**src/rtl/pooling_pkg.sv**
```systemverilog
// pooling_pkg: shared float32 types, pooling geometry and raw-bit float max
package pooling_pkg;
   localparam int DATA_WIDTH = 32;
   localparam int KERNEL_SIZE = 2;
   localparam int WIN = KERNEL_SIZE * KERNEL_SIZE;
   localparam int CNT_W = 8;
   typedef logic [DATA_WIDTH-1:0] fp32_t;
   function automatic fp32_t fp_max(fp32_t a, fp32_t b);
      logic both_zero;
      both_zero = (a[30:0] == '0) && (b[30:0] == '0);
      return (a[31] != b[31]) ? ((both_zero || !a[31]) ? a : b)
           : a[31]            ? ((b[30:0] < a[30:0]) ? b : a)
           :                    ((b[30:0] > a[30:0]) ? b : a);
   endfunction
endpackage

```
**src/rtl/pooling_fp_max.sv**
```systemverilog
// pooling_fp_max: combinational float32 max, ties keep a
module pooling_fp_max
   import pooling_pkg::*;
(
   input  fp32_t a,
   input  fp32_t b,
   output fp32_t y
);
   assign y = fp_max(a, b);
endmodule

```
**src/rtl/pooling_max_unit.sv**
```systemverilog
// pooling_max_unit: per-window float32 max reduction; POOLING_MAX_RELU_EN clamps negative results to zero
module pooling_max_unit
   import pooling_pkg::*;
(
   input  logic                  clk,
   input  logic                  rst,
   input  logic                  in_valid,
   input  logic [DATA_WIDTH-1:0] in_data,
   input  logic                  flush,
   output logic                  out_valid,
   output logic [DATA_WIDTH-1:0] out_data,
   output logic                  busy,
   output logic [CNT_W-1:0]      win_cnt
);
   localparam int EW = (WIN > 1) ? $clog2(WIN) : 1;
   logic [EW-1:0] elem_cnt;
   fp32_t max_reg, max_res, emit;
   logic first, last;
   assign first = (elem_cnt == '0);
   assign last = (elem_cnt == EW'(WIN - 1));
   pooling_fp_max u_max (.a(max_reg), .b(in_data), .y(max_res));
`ifdef POOLING_MAX_RELU_EN
   assign emit = max_res[DATA_WIDTH-1] ? '0 : max_res;
`else
   assign emit = max_res;
`endif
   always_ff @(posedge clk) begin
      if (rst) begin
         elem_cnt <= '0;
         max_reg <= '0;
         out_valid <= 1'b0;
         out_data <= '0;
         busy <= 1'b0;
         win_cnt <= '0;
      end else begin
         out_valid <= 1'b0;
         if (flush) begin
            elem_cnt <= '0;
            busy <= 1'b0;
         end else if (in_valid) begin
            max_reg <= first ? in_data : max_res;
            if (last) begin
               elem_cnt <= '0;
               busy <= 1'b0;
               out_valid <= 1'b1;
               out_data <= emit;
               win_cnt <= win_cnt + 1'b1;
            end else begin
               elem_cnt <= elem_cnt + 1'b1;
               busy <= 1'b1;
            end
         end
      end
   end
endmodule

```
**config.mk**
```make
export PLATFORM = sky130hd
export DESIGN_NAME = pooling_max_unit
export DESIGN_NICKNAME = d
export VERILOG_FILES = /design/src/rtl/pooling_pkg.sv /design/src/rtl/pooling_fp_max.sv /design/src/rtl/pooling_max_unit.sv
export SDC_FILE = /design/constraint.sdc
export NUM_CORES = 1
export LEC_CHECK = 0
export ABC_AREA = 0
export CORE_ASPECT_RATIO = 1.25
export CORE_MARGIN = 2
export CORE_UTILIZATION = 51
export DETAILED_ROUTE_END_ITERATION = 16
export PLACE_DENSITY = 0.77
export SYNTH_ARGS = -nofsm -noshare
export SYNTH_HDL_FRONTEND = slang
export SYNTH_HIERARCHICAL = 1
export SYNTH_SLANG_ARGS = --single-unit
```
**constraint.sdc**
```tcl
create_clock -name clk -period 3.4 [get_ports clk]
set_input_delay 0.34 -clock clk [delete_from_list [all_inputs] [get_ports clk]]
set_output_delay 0.34 -clock clk [all_outputs]
set_load 0.005 [all_outputs]
```
==> impl_metrics.json <==
{
  "outcome": "completed",
  "crit_chain": "clkdlybuf4s50_1 -> ha_1 -> a211oi_2 -> nor2_1 -> o31a_1 -> o41ai_2 -> a211oi_1 -> a311oi_4 -> buf_4 -> mux2_4 -> mux2i_1 -> a211oi_1",
  "fill_cells": 773,
  "finalHoldViolCount": 0,
  "postSynthCellCount": 514,
  "synth-seq-cells": 76,
  "grt_antenna_before_repair": 0,
  "fmax_mhz": 310.5,
  "cts_buffers": 9,
  "cts_tree": "built",
  "avgSynthCellArea_um2": 8.783,
  "tightest_slew_ps": 1054,
  "ys_async_sr_fraction_pct": 0,
  "ys_seq_area_share_pct": 33.70,
  "synth_cell_types": 42,
  "crit_arrival_ps": 3420,
  "crit_top_cell": "a211oi_1",
  "syn_nets": 585,
  "min_period_over_period_pct": 94.74,
  "setup.worst_path.start_class": "input pin",
  "routabilityCongestion": 0.8414,
  "maxCapViolCount": 0,
  "critical-path-top-delay-family": "compound AO/OA/AOI/OAI gates",
  "cts_setup_buffers": 0,
  "crit_type": "in -> reg",
  "row_count": 38,
  "setup_violations": 0,
  "remaining_drc_errors": 0,
  "power_leakage_nw": 2.325,
  "design_area_mm2": 0.005674,
  "vias": 4040,
  "ant_nets": 0,
  "die-area_mm2": 0.009625,
  "yosysMostFrequentCell": "dfxtp_1",
  "initial_core_util_pct": 52.17,
  "vdd_drop_max_mv": 0.1674,
  "synthTopCellsByArea": "dfxtp_1 34%, mux2_4 10%, ha_1 9.7%, mux2i_1 7.5%, nand2_1 6.2%",
  "yosys.area.top_type": "dfxtp_1",
  "area_growth_pct": 25.69,
  "syn-cell-area_mm2": 0.004514,
  "finClkSkew_ps": 10.77,
  "cp_num_buf_inv": 2,
  "wl_mm": 11.38,
  "critPathMaxFanout": 12,
  "ios": 78,
  "relSlewSlack_pct": 29.71,
  "first_global_vias": 3962,
  "first_iter_violations": 225,
  "clkLatencyLatePin_ps": 360,
  "synth_warnings": 6,
  "final_core_util_pct": 65.57,
  "critPathCaptureType": "register",
  "grt_pass1_wl_mm": 18.51,
  "p_per_area_mw_per_mm2": 362.9,
  "drtPass1Iterations": 5,
  "via_per_inst": 5.580,
  "die_y_um": 109.2,
  "grt_use_total_pct": 24.66,
  "synth_edf_count": 0,
  "place_area_mm2": 0.005500,
  "cts-root-buf": "clkbuf_8",
  "die_w_um": 88.15,
  "diodes": 0,
  "io_buffer_count": 77,
  "drive_above_1_share_pct": 14.07,
  "synth_ff_type": "dfxtp_1",
  "critPathRequiredTime_ps": 3600,
  "rsz0062_at_grt": "false",
  "clock_sinks": 76,
  "clockBufferDepth": 2,
  "htreeDepth": 3,
  "holdCritPathClass": "reg -> reg",
  "wl_per_cell_um": 15.72,
  "yosys-top-cells-count": "76 x dfxtp_1, 74 x nand2_1, 50 x a21oi_1, 44 x nor2_1, 35 x ha_1",
  "grt_overflow": 0,
  "timing.setup.tns_ps": 0,
  "drv_slew": 0,
  "synth_top_cell_area_share_pct": 33.70,
  "hpwlAfterDp_mm": 8.209,
  "cp_slowest_cell": "clkdlybuf4s50_1",
  "period_needed_ps": 3221,
  "grt_max_degree": 51,
  "clk_pin_slew_ps": 70,
  "fp.coreArea_mm2": 0.008653,
  "max_stage_delay_ps": 560,
  "nets": 670
}
==> timing repair <==
action                     CTS  global route
resized for setup            0             1
hold endpoints to repair     0             0
setup endpoints to repair    0             2
hold buffers                 0             0
==> path summary, 6_finish.rpt <==
path	end	slack [ps]	cells after the start	from
worst max-delay path	max_reg[7]	180	12	in_data[4]
worst min-delay path	out_data[8]	450	2	out_data[8]
worst max register to register	max_reg[7]	210	12	max_reg[29]
worst min register to register	out_data[8]	450	2	out_data[8]
==> layout by cell type (no fill, tap or decap), types with 5 or more instances in the layout <==
cell type	netlist	layout
dfxtp_1	76	76
clkdlybuf4s50_1	0	76
nand2_1	74	74
a21oi_1	50	50
nor2_1	44	44
mux2i_1	34	34
ha_1	35	34
inv_1	33	33
a211oi_1	33	33
mux2_4	30	30
buf_4	5	27
nor4_1	17	16
nand4_1	11	11
clkbuf_8	0	9
nand3_1	7	7
o21ai_0	5	5
==> kinds of logic after synthesis <==
family | after synthesis | share of synthesized area (%)
flops | 76 | 33.70
compound gates | 102 | 14.61
xor+xnor | 2 | 0.3881
buf+inv | 64 | 6.596
simple gates | 170 | 17.24
mux | 65 | 17.77
fa+ha+maj | 35 | 9.701
==> worst min-delay path, delay by kind of cell, from the launching register on <==
family,cells,cell delay (ps)
DFF,1,310
and+or+nand+nor,1,50
AOI/OAI and AO/OA,1,50
==> routing by layer <==
metal | GRT usage (%) | routed length [µm]
met1 | 30.48 | 4988
met2 | 42.91 | 5721
met3 | 3.936 | 474
met4 | 9.091 | 195
met5 | 0 | 0
==> area by class of cell <==
cell class	count	area [µm²]	share of cell area, %
clock buffers	9	123.9	2.183
multi-input cells	374	2723	47.98
clock inverters	7	43.79	0.7718
flip-flops and latches	76	1521	26.81
well taps	120	150.1	2.646
inverters	33	123.9	2.183
repair buffers	105	988.4	17.42
==> through the flow <==
stage | hold slack, ps | worst slack [ps] | std cells | power, W
6_report | 454.0 | 178.9 | 724 | 0.002059
5_1_grt | 479.3 | 6.235 | 724 | 0.002155
4_1_cts | 457.4 | 132.2 | 724 | 0.002071
3_5_place_dp | 446.7 | -215.4 | 708 | 0.001464
3_3_place_gp | 442.2 | -130.3 | 708 | 0.001445
2_1_floorplan | 419.3 | 592.1 | 514 | 0.001309
==> power breakdown <==
group	internal [W]	switching [W]	leakage, nW
registers	0.000917	0.0000307	0.619
logic	0.000264	0.000240	1.62
clock network	0.000260	0.000347	0.0848
No activity file was read; power rests on OpenSTA's default activity.
